$ cat config.mk
export PLATFORM = sky130hd
export DESIGN_NAME = memory_access_unit
export DESIGN_NICKNAME = d
export VERILOG_FILES = /design/src/rtl/mem_pkg.sv /design/src/rtl/load_store_aligner.sv /design/src/rtl/memory_access_unit.sv
export SDC_FILE = /design/constraint.sdc
export NUM_CORES = 1
export LEC_CHECK = 0
export ABC_AREA = 0
export CAP_MARGIN = 25
export CORE_AREA = 2 2 135 137
export DETAILED_ROUTE_END_ITERATION = 10
export DIE_AREA = 0 0 137 139
export HOLD_SLACK_MARGIN = 0.05
export PLACE_DENSITY_LB_ADDON = 0.2
export REMOVE_ABC_BUFFERS = 1
export SETUP_SLACK_MARGIN = 0.3
export SLEW_MARGIN = 20
export SYNTH_ARGS = -nofsm -noshare
export SYNTH_HDL_FRONTEND = slang
export SYNTH_SLANG_ARGS = --single-unit
export TNS_END_PERCENT = 10
$ cat constraint.sdc
create_clock -name CLK -period 4.8 [get_ports CLK]
set_clock_uncertainty 0.2 [all_clocks]
set_input_delay 0.96 -clock CLK [delete_from_list [all_inputs] [get_ports CLK]]
set_output_delay 0.96 -clock CLK [all_outputs]
set_load 0.02 [all_outputs]
$ cat src/rtl/mem_pkg.sv
// Shared types and constants for the MEM-stage load/store unit.
package mem_pkg;

  typedef enum logic [1:0] {
    IDLE   = 2'd0,
    ACCESS = 2'd1,
    DONE   = 2'd2
  } state_t;

  localparam logic [2:0] F3_B  = 3'b000;
  localparam logic [2:0] F3_H  = 3'b001;
  localparam logic [2:0] F3_W  = 3'b010;
  localparam logic [2:0] F3_BU = 3'b100;
  localparam logic [2:0] F3_HU = 3'b101;

  localparam logic [3:0] BE_BYTE = 4'b0001;
  localparam logic [3:0] BE_HALF = 4'b0011;
  localparam logic [3:0] BE_WORD = 4'b1111;

endpackage

$ cat src/rtl/load_store_aligner.sv
// Combinational lane steering for loads and stores: byte enables, shifted
// write data, formatted load data, and the misaligned / illegal decode.
module load_store_aligner
  import mem_pkg::*;
(
  input  logic [2:0]  func3,
  input  logic [1:0]  offset,
  input  logic        is_store,
  input  logic [31:0] store_data,
  input  logic [31:0] dmem_readdata,
  output logic [3:0]  byteenable,
  output logic [31:0] write_data,
  output logic [31:0] load_data,
  output logic        misaligned,
  output logic        illegal
);

  logic [31:0] lane_data;

  // Decode width: enables, alignment check, and unsupported width codes.
  always_comb begin
    byteenable = 4'b0000;
    misaligned = 1'b0;
    illegal    = 1'b0;
    case (func3)
      F3_B, F3_BU: byteenable = BE_BYTE << offset;
      F3_H, F3_HU: begin
        byteenable = BE_HALF << offset;
        misaligned = offset[0];
      end
      F3_W: begin
        byteenable = BE_WORD;
        misaligned = |offset;
      end
      default: illegal = 1'b1;
    endcase
    // Unsigned widths exist only for loads.
    if (is_store && ((func3 == F3_BU) || (func3 == F3_HU))) begin
      illegal = 1'b1;
    end
    if (illegal) begin
      byteenable = 4'b0000;
      misaligned = 1'b0;
    end
  end

  assign write_data = store_data << {offset, 3'b000};
  assign lane_data  = dmem_readdata >> {offset, 3'b000};

  // Select the addressed byte/half and extend it to 32 bits.
  always_comb begin
    load_data = 32'h0000_0000;
    case (func3)
      F3_B:    load_data = {{24{lane_data[7]}}, lane_data[7:0]};
      F3_H:    load_data = {{16{lane_data[15]}}, lane_data[15:0]};
      F3_W:    load_data = dmem_readdata;
      F3_BU:   load_data = {24'h000000, lane_data[7:0]};
      F3_HU:   load_data = {16'h0000, lane_data[15:0]};
      default: load_data = 32'h0000_0000;
    endcase
  end

endmodule

$ cat src/rtl/memory_access_unit.sv
// MEM stage: one data-cache transaction per load/store with a
// request/busywait handshake, pipeline stall and a wait timeout.
module memory_access_unit
  import mem_pkg::*;
#(
  parameter int MAX_WAIT = 255,
  parameter int CNT_W    = 8
) (
  input  logic        CLK,
  input  logic        RESET,
  input  logic        valid_in,
  input  logic        mem_read,
  input  logic        mem_write,
  input  logic [2:0]  func3,
  input  logic [31:0] address,
  input  logic [31:0] store_data,
  input  logic [31:0] dmem_readdata,
  input  logic        dmem_busywait,
  output logic        dmem_read,
  output logic        dmem_write,
  output logic [31:0] dmem_address,
  output logic [31:0] dmem_writedata,
  output logic [3:0]  dmem_byteenable,
  output logic [31:0] load_data,
  output logic        stall,
  output logic        misaligned,
  output logic        illegal_op,
  output logic        timeout_err
);

  localparam bit             TIMEOUT_EN = (MAX_WAIT != 0);
  localparam logic [CNT_W-1:0] WAIT_LAST = CNT_W'((MAX_WAIT > 0) ? MAX_WAIT - 1 : 0);

  state_t           state_q, state_d;
  logic [2:0]       func3_q;
  logic [1:0]       offset_q;
  logic [CNT_W-1:0] wait_cnt;
  logic             mem_op;
  logic             launch;
  logic             timeout_hit;
  logic             in_idle;
  logic [2:0]       al_func3;
  logic [1:0]       al_offset;
  logic [3:0]       al_byteenable;
  logic [31:0]      al_write_data;
  logic [31:0]      al_load_data;
  logic             al_misaligned;
  logic             al_illegal;

  // Reset also masks the live decode so every output reads 0 while held.
  assign mem_op  = RESET & valid_in & (mem_read | mem_write);
  assign in_idle = (state_q == IDLE);

  // In IDLE the aligner decodes the live instruction; afterwards it works
  // from the latched width and offset so upstream changes cannot leak in.
  assign al_func3  = in_idle ? func3 : func3_q;
  assign al_offset = in_idle ? address[1:0] : offset_q;

  assign timeout_hit = TIMEOUT_EN && dmem_busywait && (wait_cnt == WAIT_LAST);

  load_store_aligner u_aligner (
    .func3         (al_func3),
    .offset        (al_offset),
    .is_store      (mem_write),
    .store_data    (store_data),
    .dmem_readdata (dmem_readdata),
    .byteenable    (al_byteenable),
    .write_data    (al_write_data),
    .load_data     (al_load_data),
    .misaligned    (al_misaligned),
    .illegal       (al_illegal)
  );

  // State register.
  always_ff @(posedge CLK or negedge RESET) begin
    if (!RESET) state_q <= IDLE;
    else        state_q <= state_d;
  end

  // Next-state decode plus the combinational stall and error pulses.
  always_comb begin
    state_d    = state_q;
    stall      = 1'b0;
    misaligned = 1'b0;
    illegal_op = 1'b0;
    launch     = 1'b0;
    case (state_q)
      IDLE: begin
        if (mem_op) begin
          if ((mem_read && mem_write) || al_illegal) begin
            illegal_op = 1'b1;
          end else if (al_misaligned) begin
            misaligned = 1'b1;
          end else begin
            stall   = 1'b1;
            launch  = 1'b1;
            state_d = ACCESS;
          end
        end
      end
      ACCESS: begin
        stall = 1'b1;
        if (!dmem_busywait || timeout_hit) state_d = DONE;
      end
      DONE:    state_d = IDLE;
      default: state_d = IDLE;
    endcase
  end

  // Request registers, wait counter and the registered load result.
  always_ff @(posedge CLK or negedge RESET) begin
    if (!RESET) begin
      dmem_read       <= 1'b0;
      dmem_write      <= 1'b0;
      dmem_address    <= 32'h0000_0000;
      dmem_writedata  <= 32'h0000_0000;
      dmem_byteenable <= 4'b0000;
      func3_q         <= 3'b000;
      offset_q        <= 2'b00;
      wait_cnt        <= '0;
      load_data       <= 32'h0000_0000;
      timeout_err     <= 1'b0;
    end else begin
      timeout_err <= 1'b0;
      case (state_q)
        IDLE: begin
          if (launch) begin
            dmem_read       <= mem_read;
            dmem_write      <= mem_write;
            dmem_address    <= {address[31:2], 2'b00};
            dmem_writedata  <= al_write_data;
            dmem_byteenable <= al_byteenable;
            func3_q         <= func3;
            offset_q        <= address[1:0];
            wait_cnt        <= '0;
          end
        end
        ACCESS: begin
          if (!dmem_busywait) begin
            if (dmem_read) load_data <= al_load_data;
            dmem_read  <= 1'b0;
            dmem_write <= 1'b0;
          end else if (timeout_hit) begin
            dmem_read   <= 1'b0;
            dmem_write  <= 1'b0;
            timeout_err <= 1'b1;
            load_data   <= 32'h0000_0000;
          end else begin
            wait_cnt <= wait_cnt + CNT_W'(1);
          end
        end
        default: ;
      endcase
    end
  end

endmodule

# After elaboration in Yosys (flattened, before gate mapping)
# Cells that the tools add are included.
# Widths: inputs -> output; s select.
dict set report op_classes {
  eq_ne 15
  bitwise 3
  addsub 1
  n_reduce_logical 20
  n_mux 42
  div 0
  order_cmp 0
  shifts 4
  mul 0
}
# cell n
set ops {}
lappend ops {{$pmux 32 s5} 1}
lappend ops {{$mux 32} 3}
lappend ops {{$shl 32x5->32} 1}
lappend ops {{$shr 32x5->16} 1}
lappend ops {{$mux 8} 3}
lappend ops {{$mux 1} 21}
lappend ops {{$pmux 8 s2} 1}
lappend ops {{$ne 2x2->1 const B} 7}
lappend ops {{$pmux 4 s3} 1}
lappend ops {{$mux 2} 5}
lappend ops {{$add 8x1->8 const B} 1}
lappend ops {{$eq 8x8->1 const B} 1}
lappend ops {{$pmux 1 s2} 4}
lappend ops {{$reduce_and 4->1} 2}
lappend ops {{$eq 3x3->1 const B} 2}
lappend ops {{$reduce_and 3->1} 2}
lappend ops {{$reduce_or 2->1} 3}
lappend ops {{$reduce_or 5->1} 1}
lappend ops {{$mux 4} 1}
lappend ops {{$pmux 2 s2} 1}
lappend ops {{$reduce_bool 2->1} 2}
lappend ops {{$shl 1x2->4 const A} 1}
lappend ops {{$shl 2x2->4 const A} 1}
lappend ops {{$eq 3x1->1 const B} 1}
lappend ops {{other kinds (13)} 18}
dict set report totals {
  out_inout_bits 106
  mem_count 0
  romBits 0
  ff_bits 116
  latch_bits 0
  word_cells 96
  mem_bits_rw 0
  inputBits 105
}

# Depth between registers and ports, before layout
dict set report depth {
  depth_word 13
  mapped_depth 9
  depth_no_buf 6
}

# Modules after synthesis
# A second synthesis with hierarchy kept.
dict set report hier_totals {
  hier_cells 713
  hier_area_um2 6408.6
}
# mod cells_per_inst area_per_inst_um2 seq_area_each_um2 instances
set by_module_without_submodules {}
lappend by_module_without_submodules {memory_access_unit 490 4913.5 2902.8 1}
lappend by_module_without_submodules {load_store_aligner 223 1495.2 0.0 1}

# Worst setup path after synthesis
# No wires, ideal clock.
dict set report synth_timing {
  kind {input to output}
  from {input address[1]}
  to {output stall}
  required_time_ps 3640
  setup_slack_ps 1057
  arrival_ps 2583
  path_stages 9
  path_buffers 4
  path_cell_list {or3b_1 -> clkbuf_1 -> and2_1 -> buf_4 -> nor3_2 -> and4bb_1 -> buf_6 -> buf_6 -> nand2b_1}
}
dict set report synth_between {
  elab_chain_cells 8
}
# element line
set synth_lines {}
lappend synth_lines {{start: declaration} memory_access_unit.sv:15} ;# input logic [31:0] address,
lappend synth_lines {{$mux 2} memory_access_unit.sv:57} ;# assign al_offset = in_idle ? address[1:0] : offset_q;
lappend synth_lines {{$reduce_or 2->1} load_store_aligner.sv:33} ;# misaligned = |offset;
lappend synth_lines {{$pmux 1 s2} load_store_aligner.sv:25} ;# case (func3)
lappend synth_lines {{$mux 1} load_store_aligner.sv:41} ;# if (illegal) begin
lappend synth_lines {{$mux 1} memory_access_unit.sv:92} ;# end else if (al_misaligned) begin
lappend synth_lines {{$mux 1} memory_access_unit.sv:90} ;# if ((mem_read && mem_write) || al_illegal) begin
lappend synth_lines {{$mux 1} memory_access_unit.sv:89} ;# if (mem_op) begin
lappend synth_lines {{$pmux 1 s2} memory_access_unit.sv:87} ;# case (state_q)
lappend synth_lines {{end: declaration} memory_access_unit.sv:25} ;# output logic stall,
# Every way passes these cells.

# Worst setup path in the final report
dict set report layout_timing {
  from {input func3[0]}
  to {output stall}
}
dict set report layout_between {
  elab_chain_cells 10
  elab_cells_between_ends 19
  cone_classes {4 x eq/ne; 9 x mux; 6 x reduce/logical}
}
# element line
set layout_lines {}
lappend layout_lines {{start: declaration} memory_access_unit.sv:14} ;# input logic [2:0] func3,
lappend layout_lines {{$mux 3 *} memory_access_unit.sv:56} ;# assign al_func3 = in_idle ? func3 : func3_q;
lappend layout_lines {{$eq 3x1->1 (tied with other cells)} load_store_aligner.sv:25}
lappend layout_lines {{$reduce_or 5->1 (no source line) / $logic_or 1x1->1 (equally long branches)} -}
lappend layout_lines {{$mux 1 / $logic_and 1x1->1 (equally long branches)} {load_store_aligner.sv:25, load_store_aligner.sv:38}}
lappend layout_lines {{$mux 1} load_store_aligner.sv:38} ;# if (is_store && ((func3 == F3_BU) || (func3 == F3_HU))) begin
lappend layout_lines {{$mux 1} load_store_aligner.sv:41}
lappend layout_lines {{$mux 1} memory_access_unit.sv:92}
lappend layout_lines {{$mux 1 *} memory_access_unit.sv:90}
lappend layout_lines {{$mux 1 *} memory_access_unit.sv:89}
lappend layout_lines {{$pmux 1 s2 *} memory_access_unit.sv:87}
# Mark *: on every way between the ends. The rest lies on a longest branch, timed or not.

==> PnR_summary.wiki <==
{| class="wikitable"
! Metric !! Value
|-
| Run status || complete, no violations
|-
| Total setup violations reported at the end of the flow || 0
|-
| Number of cells on the worst reg-to-reg path || 6
|-
| Crit-path leading delay family || buffers and inverters
|-
| Hpwl dp || 12900 microns
|-
| Count of cells along the worst hold path || 2
|-
| Setup slack of the most critical reg-to-reg path || 1.42 ns
|-
| Critical-path cell list || clkdlybuf4s50_1, nor4b_1, a31oi_2, a211oi_2, and4bb_4, nand2b_1, clkdlybuf4s50_1
|-
| Die Y || 139 microns
|-
| Post-synthesis average cell area || 11.5 sq um
|-
| Post-CTS Setup Bufs || 0
|-
| TritonCTS clock tree || built
|-
| Aggregate global-route resource usage || 19.7%
|-
| Total number of nets in the final design || 847
|-
| Post-detailed-route DRC marker count || 0
|-
| Internal Power || 3.28 mW
|-
| Max Root-Sink Buffers || 2
|-
| First DRT Iteration DRCs || 341
|-
| Unrepaired setup endpoints after global routing || true
|-
| Synth area leaders || sky130_fd_sc_hd__dfrtp_1, sky130_fd_sc_hd__mux2_4, sky130_fd_sc_hd__mux2i_1
|-
| Critical R2R Capture || dmem_writedata[24]$_DFFE_PN0P_
|-
| Effective utilization at floorplan || 34.5%
|-
| Count of mapped cells out of synthesis || 528
|-
| Hold Path Class || flip-flop to flip-flop
|-
| Final count of pins violating max slew || 0
|-
| Sequential share of the synthesized area || 47.7%
|-
| Cell Pwr Density || 539 mW/mm^2
|-
| Synth Flop Type || sky130_fd_sc_hd__dfrtp_1
|-
| Via count of the first global-routing pass || 5189
|-
| Layout fillers || 1602
|-
| Number of placed instances, taps included || 949
|-
| Port Buffer Count || 208
|-
| First-pass iteration count of the detailed router || 5
|-
| Wirelength per Cell || 18.5 microns
|-
| Summed instance area of the synthesized netlist || 0.00609 sq mm
|-
| Max-cap violations || 0
|-
| Most frequent CP cell || sky130_fd_sc_hd__clkdlybuf4s50_1
|-
| Clock slew at reported path FFs || 0.05 ns
|-
| Post-place instance area || 0.00840 sq mm
|-
| Via count || 5059
|-
| Synthesis Warnings || 0
|-
| Number of top-level pins || 211
|-
| Total grt overflow || 0
|-
| Hold Vio Cnt, Final || 0
|-
| Delay of the slowest cell on the worst path || 0.53 ns
|-
| CP required || 3.64 ns
|-
| Floorplan die width || 137 microns
|-
| Hold-fix buffers at CTS || 0
|-
| Net switching power || 1.59 mW
|-
| Type of the worst setup path || input port to output pin
|-
| Asr flop ratio synth || 100%
|-
| Pleak || 3.96 nW
|-
| Pin count of the biggest net entering global routing || 79
|-
| Per-cell via count in the routed design || 5.16
|-
| Number of different library cells in the post-synthesis netlist || 60
|-
| Non-Filler Cell Area, Final || 0.00904 sq mm
|-
| Slew HR || 42.3%
|-
| Arr. time, crit path || 3.26 ns
|-
| Clock latency at the later pin of the worst-skew pair || 0.40 ns
|-
| Layout area overhead || 48.4%
|-
| WL final || 18200 microns
|-
| Capture endpoint of the worst hold path || load_data[7]$_DFFE_PN0P_
|-
| Count of nets left with antenna violations after detail routing || 0
|-
| Inserted Clock Buffers || 17
|-
| H-tree levels || 4
|-
| Max IR drop VDD || 311 uV
|-
| Kind of start point of the critical path || input port
|-
| Clock period minus final worst setup slack || 4.42 ns
|-
| Die area || 0.0190 sq mm
|-
| Cell with the biggest individual delay on the critical path || sky130_fd_sc_hd__clkdlybuf4s50_1
|-
| Antenna violations before repair || 1
|-
| Worst-path fanout max || 7
|-
| Fraction of power spent switching nets || 32.6%
|-
| Number of enable flip-flop cells after synthesis || 0
|-
| Area share of the leading cell type in the synthesized netlist || 47.7%
|-
| Number of sinks driven by the clock tree || 116
|-
| Area inside the core boundary || 0.0177 sq mm
|-
| Placement row count || 49
|-
| Worst Max-Slew Pin Slew || 0.864 ns
|-
| Layout cell share with drive strength beyond 1 || 17.4%
|-
| Final standard cell count with taps included and fillers excluded || 981
|-
| Maximum clock rate || 226 MHz
|-
| Period utilisation layout || 92.1%
|-
| Clock network fraction of design power || 27.4%
|-
| Antenna cell count || 0
|-
| First-pass GRT wire length || 29200 microns
|-
| Dominant cell type by area after synthesis || sky130_fd_sc_hd__dfrtp_1
|-
| Startpoint of the lowest-slack register-to-register path || state_q[0]$_DFFE_PN0P_
|-
| Buffers & Inverters on Critical Path || 2
|-
| Count of state elements after synthesis || 116
|-
| Part of the total power dissipated in sequential elements || 32.0%
|-
| Final weighted congestion in routability-driven placement || 0.885
|-
| Part of the total power dissipated in combinational logic || 40.6%
|-
| Worst hold start || load_data[7]$_DFFE_PN0P_
|-
| Type of element capturing the critical path || output pin
|-
| Cell chosen for the clock root || sky130_fd_sc_hd__clkbuf_16
|}
cells in the final DEF, fill, tap and decap left out, types with 2 or more instances in the layout:
cell,Yosys,routed
sky130_fd_sc_hd__a21oi_1,17,17
sky130_fd_sc_hd__a221o_1,7,7
sky130_fd_sc_hd__a22o_1,7,7
sky130_fd_sc_hd__a22oi_1,24,24
sky130_fd_sc_hd__and2_1,10,10
sky130_fd_sc_hd__buf_4,3,16
sky130_fd_sc_hd__bufinv_16,0,4
sky130_fd_sc_hd__clkbuf_1,14,2
sky130_fd_sc_hd__clkbuf_16,0,17
sky130_fd_sc_hd__clkbuf_8,0,2
sky130_fd_sc_hd__clkdlybuf4s50_1,0,206
sky130_fd_sc_hd__clkinv_2,0,4
sky130_fd_sc_hd__clkinvlp_4,0,2
sky130_fd_sc_hd__conb_1,1,2
sky130_fd_sc_hd__dfrtp_1,116,116
sky130_fd_sc_hd__ha_1,2,2
sky130_fd_sc_hd__inv_1,11,11
sky130_fd_sc_hd__mux2_2,15,15
sky130_fd_sc_hd__mux2_4,52,52
sky130_fd_sc_hd__mux2i_1,42,42
sky130_fd_sc_hd__nand2_1,58,58
sky130_fd_sc_hd__nand2b_1,11,11
sky130_fd_sc_hd__nand3_1,24,24
sky130_fd_sc_hd__nand4_1,3,3
sky130_fd_sc_hd__nor2_1,16,16
sky130_fd_sc_hd__nor3_1,4,3
sky130_fd_sc_hd__nor3_2,1,2
sky130_fd_sc_hd__nor4_1,2,2
sky130_fd_sc_hd__o2111ai_1,2,2
sky130_fd_sc_hd__o211ai_1,8,8
sky130_fd_sc_hd__o21a_1,3,2
sky130_fd_sc_hd__o21ai_0,20,20
sky130_fd_sc_hd__o21ai_1,2,2
sky130_fd_sc_hd__or4b_2,2,2
sky130_fd_sc_hd__xor2_1,5,5
logic make-up (layout without fill, tap and decap cells):
group | Yosys count | after routing | share of synthesized area (%)
XOR/XNOR | 5 | 5 | 0.719
adder cells (fa/ha/maj) | 2 | 2 | 0.411
buffers and inverters | 44 | 267 | 4.05
flip-flops | 116 | 116 | 47.7
AND/OR/NAND/NOR | 143 | 143 | 11.7
other | 1 | 2 | 0.0616
multiplexers | 111 | 111 | 23.0
AO/OA/AOI/OAI | 106 | 106 | 12.5
worst register-to-register path, cell delays in order, from the launching register on:
cell                       delay, ns
sky130_fd_sc_hd__dfrtp_1        0.53
sky130_fd_sc_hd__or2_1          0.50
sky130_fd_sc_hd__a31oi_2        0.46
sky130_fd_sc_hd__a211oi_2       0.15
sky130_fd_sc_hd__and4bb_4       0.38
sky130_fd_sc_hd__buf_4          0.60
sky130_fd_sc_hd__mux2_2         0.47
repair_timing:
item,4_1_cts,5_1_grt
resized for setup,0,2
setup endpoints to repair,0,3
hold endpoints to repair,0,0
stage by stage:
stage	hold WS [ns]	utilization [%]	worst slack [ns]	TNS, ns	total power [mW]
floorplan	0.297	-	-1.55	-58.94	2.57
global placement	0.290	47.5	0.423	0	3.52
detailed placement	0.275	47.5	0.325	0	3.54
CTS	0.287	51.0	0.323	0	4.92
global route	0.320	51.2	0.253	0	5.12
finish	0.287	51.2	0.379	0	4.87
area by class of cell:
type	instances	area, sq um	area share (%)
inverters	11	41.3	0.457
well taps	229	287	3.17
clock buffers	21	460	5.09
clock inverters	10	155	1.72
flip-flops and latches	116	2900	32.1
repair buffers	225	2210	24.5
multi-input cells	369	2980	33.0
worst max-delay path by stage:
stage	startpoint	end	slack (ns)	cells past startpoint
2_1_floorplan	state_q[0]$_DFFE_PN0P_	stall	-1.55	5
3_3_place_gp	func3[1]	illegal_op	0.42	6
3_5_place_dp	func3[1]	illegal_op	0.32	6
4_1_cts	func3[1]	illegal_op	0.32	6
5_1_grt	func3[0]	stall	0.25	7
6_report	func3[0]	stall	0.38	7
cell usage after synthesis (2+ instances only):
cell type,instances
sky130_fd_sc_hd__o21ai_1,2
sky130_fd_sc_hd__nand4_1,3
sky130_fd_sc_hd__or4b_2,2
sky130_fd_sc_hd__o211ai_1,8
sky130_fd_sc_hd__nand2_1,58
sky130_fd_sc_hd__inv_1,11
sky130_fd_sc_hd__buf_4,3
sky130_fd_sc_hd__o2111ai_1,2
sky130_fd_sc_hd__ha_1,2
sky130_fd_sc_hd__xor2_1,5
sky130_fd_sc_hd__mux2_2,15
sky130_fd_sc_hd__o21ai_0,20
sky130_fd_sc_hd__a22o_1,7
sky130_fd_sc_hd__nand2b_1,11
sky130_fd_sc_hd__nor4_1,2
sky130_fd_sc_hd__buf_6,8
sky130_fd_sc_hd__dfrtp_1,116
sky130_fd_sc_hd__nor3_1,4
sky130_fd_sc_hd__clkbuf_1,14
sky130_fd_sc_hd__mux2i_2,2
sky130_fd_sc_hd__and2_1,10
sky130_fd_sc_hd__o21a_1,3
sky130_fd_sc_hd__mux2_4,52
sky130_fd_sc_hd__mux2i_1,42
sky130_fd_sc_hd__nand3_1,24
sky130_fd_sc_hd__a22oi_1,24
sky130_fd_sc_hd__a21oi_1,17
sky130_fd_sc_hd__nor2_1,16
sky130_fd_sc_hd__a221o_1,7
sky130_fd_sc_hd__buf_2,8
layer usage:
layer / GRT usage, % / up-vias / part of all wire, %
met5: 0 / - / 0
met4: 6.24 / 0 / 1.8
met3: 6.32 / 21 / 7.3
met2: 30.7 / 186 / 49
met1: 25.9 / 2513 / 42
li1: - / 2339 / -
power groups by stage:
stage	logic [mW]	clock network, mW	registers (mW)
floorplan	0.652	0	1.92
global placement	1.96	0	1.55
detailed placement	1.98	0	1.56
CTS	1.99	1.37	1.56
global route	2.10	1.41	1.61
finish	1.98	1.34	1.56
flip-flops by register name (all words and copies together) (netlist names):
signal / count
func3_q: 3
dmem_read: 1
load_data: 32
dmem_byteenable: 4
state_q: 2
dmem_writedata: 32
offset_q: 2
dmem_write: 1
wait_cnt: 8
dmem_address: 30
timeout_err: 1
No activity file was read; power rests on OpenSTA's default activity.
